[config.mk]
export PLATFORM = sky130hd
export DESIGN_NAME = bus_mem_ctrl
export DESIGN_NICKNAME = d
export VERILOG_FILES = /design/src/rtl/bus_mem_ctrl.sv
export SDC_FILE = /design/constraint.sdc
export NUM_CORES = 1
export LEC_CHECK = 0
export ABC_AREA = 1
export BUFFER_PORTS_ARGS = -buffer_cell sky130_fd_sc_hd__buf_2
export CORE_ASPECT_RATIO = 2
export CORE_MARGIN = 3
export CORE_UTILIZATION = 32
export CTS_CLUSTER_SIZE = 10
export DETAILED_ROUTE_END_ITERATION = 10
export HOLD_SLACK_MARGIN = 0.15
export PLACE_DENSITY = 0.73
export SYNTH_ARGS = -nofsm -noshare
export SYNTH_HDL_FRONTEND = slang
export SYNTH_SLANG_ARGS = --single-unit
[constraint.sdc]
create_clock -name clk -period 6.7 [get_ports clk]
set_input_delay 1.005 -clock clk [delete_from_list [all_inputs] [get_ports clk]]
set_output_delay 1.005 -clock clk [all_outputs]
set_load 0.01 [all_outputs]
[src/rtl/bus_mem_ctrl.sv]
// ---------------------------------------------------------------------------
// bus_mem_ctrl
//
// Bus-side memory controller placed directly downstream of the CPU external
// bus port. It accepts one transaction at a time, decodes the 27-bit word
// address into SDRAM / internal ROM / IO / unmapped regions, runs the matching
// downstream handshake and returns a registered read word plus a one-cycle
// completion pulse. A sticky error flag records unmapped accesses, ROM writes
// and, when compiled in, wait timeouts.
//
// Address map (bus_addr[26:24]):
//   0xx  SDRAM     sd_addr  = bus_addr[25:0]
//   100  ROM       rom_addr = bus_addr[ROM_AW-1:0]  (reads only)
//   101  IO        io_addr  = bus_addr[7:0]
//   11x  unmapped
//
// Optional feature macro: MEM_BUS_TIMEOUT_EN
//   Defined   : SD_WAIT / IO_WAIT give up after TIMEOUT_CYCLES cycles without
//               an acknowledge, complete with bus_q = 0 and set err.
//   Undefined : SD_WAIT / IO_WAIT wait indefinitely.
//
// Parameters:
//   ROM_AW          ROM word-address width (must not exceed 26)
//   TIMEOUT_CYCLES  wait-cycle limit used when MEM_BUS_TIMEOUT_EN is defined
//
// Ports:
//   clk, reset                 clock, asynchronous active-high reset
//   bus_addr/data/we/start     CPU request (start sampled in IDLE only)
//   bus_q, bus_done            registered read data, one-cycle done pulse
//   sd_addr/data/we/req        SDRAM request (req is a level)
//   sd_q, sd_ack               SDRAM response (ack is a one-cycle pulse)
//   rom_addr, rom_q            synchronous ROM, one-cycle read latency
//   io_addr/data/we/start      IO request (start is a one-cycle pulse)
//   io_q, io_done              IO response
//   err_clr, err               sticky error flag and its clear
// ---------------------------------------------------------------------------
module bus_mem_ctrl #(
  parameter int ROM_AW         = 10,
  parameter int TIMEOUT_CYCLES = 1024
) (
  input  logic              clk,
  input  logic              reset,
  input  logic [26:0]       bus_addr,
  input  logic [31:0]       bus_data,
  input  logic              bus_we,
  input  logic              bus_start,
  output logic [31:0]       bus_q,
  output logic              bus_done,
  output logic [25:0]       sd_addr,
  output logic [31:0]       sd_data,
  output logic              sd_we,
  output logic              sd_req,
  input  logic [31:0]       sd_q,
  input  logic              sd_ack,
  output logic [ROM_AW-1:0] rom_addr,
  input  logic [31:0]       rom_q,
  output logic [7:0]        io_addr,
  output logic [31:0]       io_data,
  output logic              io_we,
  output logic              io_start,
  input  logic [31:0]       io_q,
  input  logic              io_done,
  input  logic              err_clr,
  output logic              err
);

  typedef enum logic [2:0] {
    ST_IDLE,
    ST_SD_WAIT,
    ST_ROM_RD,
    ST_ROM_OUT,
    ST_IO_WAIT,
    ST_RESP
  } state_t;

  state_t      r_state;
  state_t      w_nextState;

  // Request latches; bit 26 only matters for decoding, which happens in IDLE
  // straight from bus_addr, so it is not kept.
  logic [25:0] r_addr;
  logic [31:0] r_data;
  logic        r_we;

  logic [31:0] r_busQ;
  logic        r_busDone;
  logic        r_ioStart;
  logic        r_err;

  logic        w_accept;
  logic        w_doneNext;
  logic [31:0] w_qNext;
  logic        w_errSet;
  logic        w_ioStartNext;
  logic        w_timeout;

`ifdef MEM_BUS_TIMEOUT_EN
  localparam int CNT_W = $clog2(TIMEOUT_CYCLES) + 1;

  logic [CNT_W-1:0] r_waitCnt;
  logic             w_inWait;
  logic             w_waitAck;

  assign w_inWait  = (r_state == ST_SD_WAIT) || (r_state == ST_IO_WAIT);
  assign w_waitAck = ((r_state == ST_SD_WAIT) && sd_ack) ||
                     ((r_state == ST_IO_WAIT) && io_done);

  // Wait counter: cleared when a transaction is accepted, counts every
  // ack-less wait cycle. The counter value is the number of wait cycles
  // already spent, so the limit is hit in the cycle whose increment would
  // make it TIMEOUT_CYCLES. An ack in that same cycle takes priority in the
  // FSM, so the transfer then completes normally.
  always_ff @(posedge clk or posedge reset) begin
    if (reset) begin
      r_waitCnt <= '0;
    end else if (w_accept) begin
      r_waitCnt <= '0;
    end else if (w_inWait && !w_waitAck) begin
      r_waitCnt <= r_waitCnt + CNT_W'(1);
    end
  end

  assign w_timeout = w_inWait && !w_waitAck &&
                     (r_waitCnt == CNT_W'(TIMEOUT_CYCLES - 1));
`else
  assign w_timeout = 1'b0;
`endif

  // State register.
  always_ff @(posedge clk or posedge reset) begin
    if (reset) begin
      r_state <= ST_IDLE;
    end else begin
      r_state <= w_nextState;
    end
  end

  // Next-state and completion decode. bus_q only changes on completion, so
  // the default holds its current value.
  always_comb begin
    w_nextState   = r_state;
    w_accept      = 1'b0;
    w_doneNext    = 1'b0;
    w_qNext       = r_busQ;
    w_errSet      = 1'b0;
    w_ioStartNext = 1'b0;

    case (r_state)
      ST_IDLE: begin
        if (bus_start) begin
          w_accept = 1'b1;
          casez (bus_addr[26:24])
            3'b0??: w_nextState = ST_SD_WAIT;
            3'b100: w_nextState = bus_we ? ST_RESP : ST_ROM_RD;
            3'b101: begin
              w_nextState   = ST_IO_WAIT;
              w_ioStartNext = 1'b1;
            end
            default: w_nextState = ST_RESP;
          endcase
        end
      end

      ST_SD_WAIT: begin
        if (sd_ack) begin
          w_doneNext  = 1'b1;
          w_qNext     = r_we ? 32'h0 : sd_q;
          w_nextState = ST_IDLE;
        end else if (w_timeout) begin
          w_doneNext  = 1'b1;
          w_qNext     = 32'h0;
          w_errSet    = 1'b1;
          w_nextState = ST_IDLE;
        end
      end

      // The ROM samples rom_addr at the end of this cycle; its data is valid
      // during ROM_OUT.
      ST_ROM_RD: begin
        w_nextState = ST_ROM_OUT;
      end

      ST_ROM_OUT: begin
        w_doneNext  = 1'b1;
        w_qNext     = rom_q;
        w_nextState = ST_IDLE;
      end

      ST_IO_WAIT: begin
        if (io_done) begin
          w_doneNext  = 1'b1;
          w_qNext     = r_we ? 32'h0 : io_q;
          w_nextState = ST_IDLE;
        end else if (w_timeout) begin
          w_doneNext  = 1'b1;
          w_qNext     = 32'h0;
          w_errSet    = 1'b1;
          w_nextState = ST_IDLE;
        end
      end

      ST_RESP: begin
        w_doneNext  = 1'b1;
        w_qNext     = 32'h0;
        w_errSet    = 1'b1;
        w_nextState = ST_IDLE;
      end

      default: begin
        w_nextState = ST_IDLE;
      end
    endcase
  end

  // Request latches: every downstream address/data/we is driven from these,
  // so they stay stable while the master changes bus_* mid-transaction.
  always_ff @(posedge clk or posedge reset) begin
    if (reset) begin
      r_addr <= '0;
      r_data <= '0;
      r_we   <= 1'b0;
    end else if (w_accept) begin
      r_addr <= bus_addr[25:0];
      r_data <= bus_data;
      r_we   <= bus_we;
    end
  end

  // Registered bus response and the one-cycle IO start pulse.
  always_ff @(posedge clk or posedge reset) begin
    if (reset) begin
      r_busQ    <= '0;
      r_busDone <= 1'b0;
      r_ioStart <= 1'b0;
    end else begin
      r_busQ    <= w_qNext;
      r_busDone <= w_doneNext;
      r_ioStart <= w_ioStartNext;
    end
  end

  // Sticky error flag; a set in the same cycle as a clear wins.
  always_ff @(posedge clk or posedge reset) begin
    if (reset) begin
      r_err <= 1'b0;
    end else if (w_errSet) begin
      r_err <= 1'b1;
    end else if (err_clr) begin
      r_err <= 1'b0;
    end
  end

  assign bus_q    = r_busQ;
  assign bus_done = r_busDone;

  // Decoded from the state register so that an asynchronous reset drops the
  // request immediately.
  assign sd_req   = (r_state == ST_SD_WAIT);
  assign sd_addr  = r_addr;
  assign sd_data  = r_data;
  assign sd_we    = r_we;

  assign rom_addr = r_addr[ROM_AW-1:0];

  assign io_addr  = r_addr[7:0];
  assign io_data  = r_data;
  assign io_we    = r_we;
  assign io_start = r_ioStart;

  assign err      = r_err;

endmodule

==> out/qor.yml <==
worst_path_largest_cell_delay_ns: 0.68
cts_buffer_depth: 2
fin_crit_ns: 2.827
place_inst: 1187
die_w_um: 97.45
synth.top_cells.by_area: "dfrtp_1 (45%), nand2_1 (22%), nand3_1 (9.4%), buf_4 (8.1%), inv_1 (5.2%)"
dp_hpwl_um: 12250
root_buffer: "clkbuf_16"
cts_max_level: 3
antenna_found_initial: 0
core-area_mm2: 0.01635
timing.final.crit_share_pct: 42.20
insertion_delay_ns: 0.34
num-fill-cells: 1790
cts.clk_slew.worst_paths_ns: 0.07
clock_sinks: 97
ir_worst_vdd_v: 0.0001347
cp.buffers_inverters: 2
crit_type: "flip-flop to primary output"
critPathSlowestCell: "nor2_4"
synth_most_common_cell: "nand2_1"
synth.top_cell.area_share_pct: 45.35
first_pass_iters: 5
drc_errors: 0
cp.required_ns: 5.69
drive_gt1_share_pct: 34.23
antenna_cells: 0
post_cts_buffers: 0
fin_setup_tns_ns: 0
ctsHoldBuffers: 0
die_h_um: 188.9
syn_inst: 763
vias: 5391
dp_slack_ns: 3.941
endpoint_kind: "primary output"
cts_made_buffers: 9
cts_tree: "built"
ys_seq_area_share_pct: 45.35
fmax_ghz: 0.3537
synth_largest_area_cell: "dfrtp_1"
finalPower_mw: 2.990
finish.net_count: 1156
numPortBuffers: 307
grt_pass1_vias: 5137
fin_worst_skew_ns: 0.01135
cap_viol_max_count: 0
crit_fanout: 34
synth_area_per_cell_um2: 7.015
pin_count: 308
first_iter_violations: 209
max-slew-margin-rel_pct: 22.09
grt.total_usage_pct: 17.07
seqCellArea_mm2: 0.002429
critPathTopFamily: "simple AND/OR/NAND/NOR gates"
outcome: "completed"
grt_pass1_wl_um: 25280
placementRows: 66
rsz0062_at_grt: "false"
ys.flop_type: "dfrtp_1"
setup_ws_ns: 3.873
start_util_pct: 32.74
synth_edf_count: 0
postSynth.asyncResetShare_pct: 100.0
routed_wirelength_um: 16350
cp_cell_sequence: "nor2_4, nand2_1, inv_1, buf_2"
cp-start-kind: "flip-flop"
ys_ff_latch: 97
cts_resized: 0
multi_input_area_mm2: 0.002039
setup_viol: 0
min_path_type: "flip-flop to flip-flop"
fp.dieArea_mm2: 0.01841
area_growth_pct: 28.52
grt_max_degree: 68
place_congestion: 0.8399
leakage_nw: 4.310
ys_top_cells_by_count: "nand2_1 (312), nand3_1 (101), dfrtp_1 (97)"
ant_nets: 0
wl_per_cell_um: 13.59
overflow: 0
crit_arrival_ns: 1.82
ys_warn_count: 0
vias_per_cell: 4.481
final_cells: 1203
hold_viol_final: 0
power_density_mw_per_mm2: 434.7
synth_area_mm2: 0.005353
worst_pin_slew_ns: 1.169
syn_nets: 925
yosysUniqueCellTypes: 21
maxSlewViolCount: 0
worst paths after layout:
path | from | endpoint | slack, ns | depth (start not counted)
worst min register to register | sd_addr[14] | sd_addr[14] | 0.47 | 2
worst max register to register | r_state[1] | io_we | 4.12 | 8
max in group asynchronous | reset | io_we | 4.79 | 3
worst max-delay path | r_state[2] | sd_req | 3.87 | 4
min in group asynchronous | reset | io_data[13] | 0.68 | 2
worst min-delay path | sd_addr[14] | sd_addr[14] | 0.47 | 2
cells by family after synthesis:
kind of cell	count (synthesis)	share of synthesized area [%]
compound gates	5	0.5610
buf+inv	170	16.55
flops	97	45.35
simple gates	491	37.54
area by class of cell:
cell class              instances  area share [%]
flip-flops and latches         97           35.30
multi-input cells             496           29.65
repair buffers                312           22.88
inverters                      78           4.292
well taps                     204           3.710
clock buffers                  10           3.474
clock inverters                 6          0.6912
flip-flops by register name, summed over array words and instances, names as in the netlist:
name	cells
io_we	1
r_state	3
sd_addr	26
bus_done	1
err	1
io_data	32
io_start	1
bus_q	32
through the flow:
| step | hold WS [ns] | instance area [um2] | util, % |
|---|---|---|---|
| after floorplan | 0.5086 | 5353 | - |
| final | 0.4683 | 6879 | 42.07 |
| after detailed placement | 0.4537 | 6593 | 40.32 |
| after global placement | 0.4501 | 6593 | 40.32 |
| after global routing | 0.4892 | 6879 | 42.07 |
| after CTS | 0.4718 | 6879 | 42.07 |
worst reg2reg max path, delay by kind of cell, from the launching register on:
family                 cells  cell delay [ns]
buffers and inverters      3             1.32
and+or+nand+nor            4             0.67
DFF                        1             0.36
AOI/OAI and AO/OA          1             0.08
where the power goes:
group,total (mW),switching (mW),internal (mW)
Clock,0.497,0.231,0.266
Sequential,1.07,0.229,0.846
Combinational,1.42,0.885,0.534
layout by cell type (no fill, tap or decap):
master	count
buf_4	5
inv_2	4
dfrtp_1	96
nand3_1	101
o21ai_0	2
and2_1	1
clkinv_2	1
dfrtp_2	1
clkbuf_8	1
nor3_1	1
inv_1	73
o21ai_2	1
buf_2	307
nand2_1	312
o22ai_1	1
clkinv_4	1
clkinvlp_4	1
inv_4	1
nor2_2	1
o21ai_1	1
nand3_2	1
nor2_1	69
inv_6	3
nor2_4	3
nand2_2	2
clkbuf_16	9
per-layer routing:
layer / wire, um / vias to the layer above / global-route usage [%]
li1: - / 2712 / -
met1: 5994 / 2449 / 17.94
met2: 9021 / 203 / 32.73
met3: 864 / 27 / 2.692
met4: 469 / 0 / 7.627
met5: 0 / - / 0
Note: power is estimated with default switching activity, not from simulation.
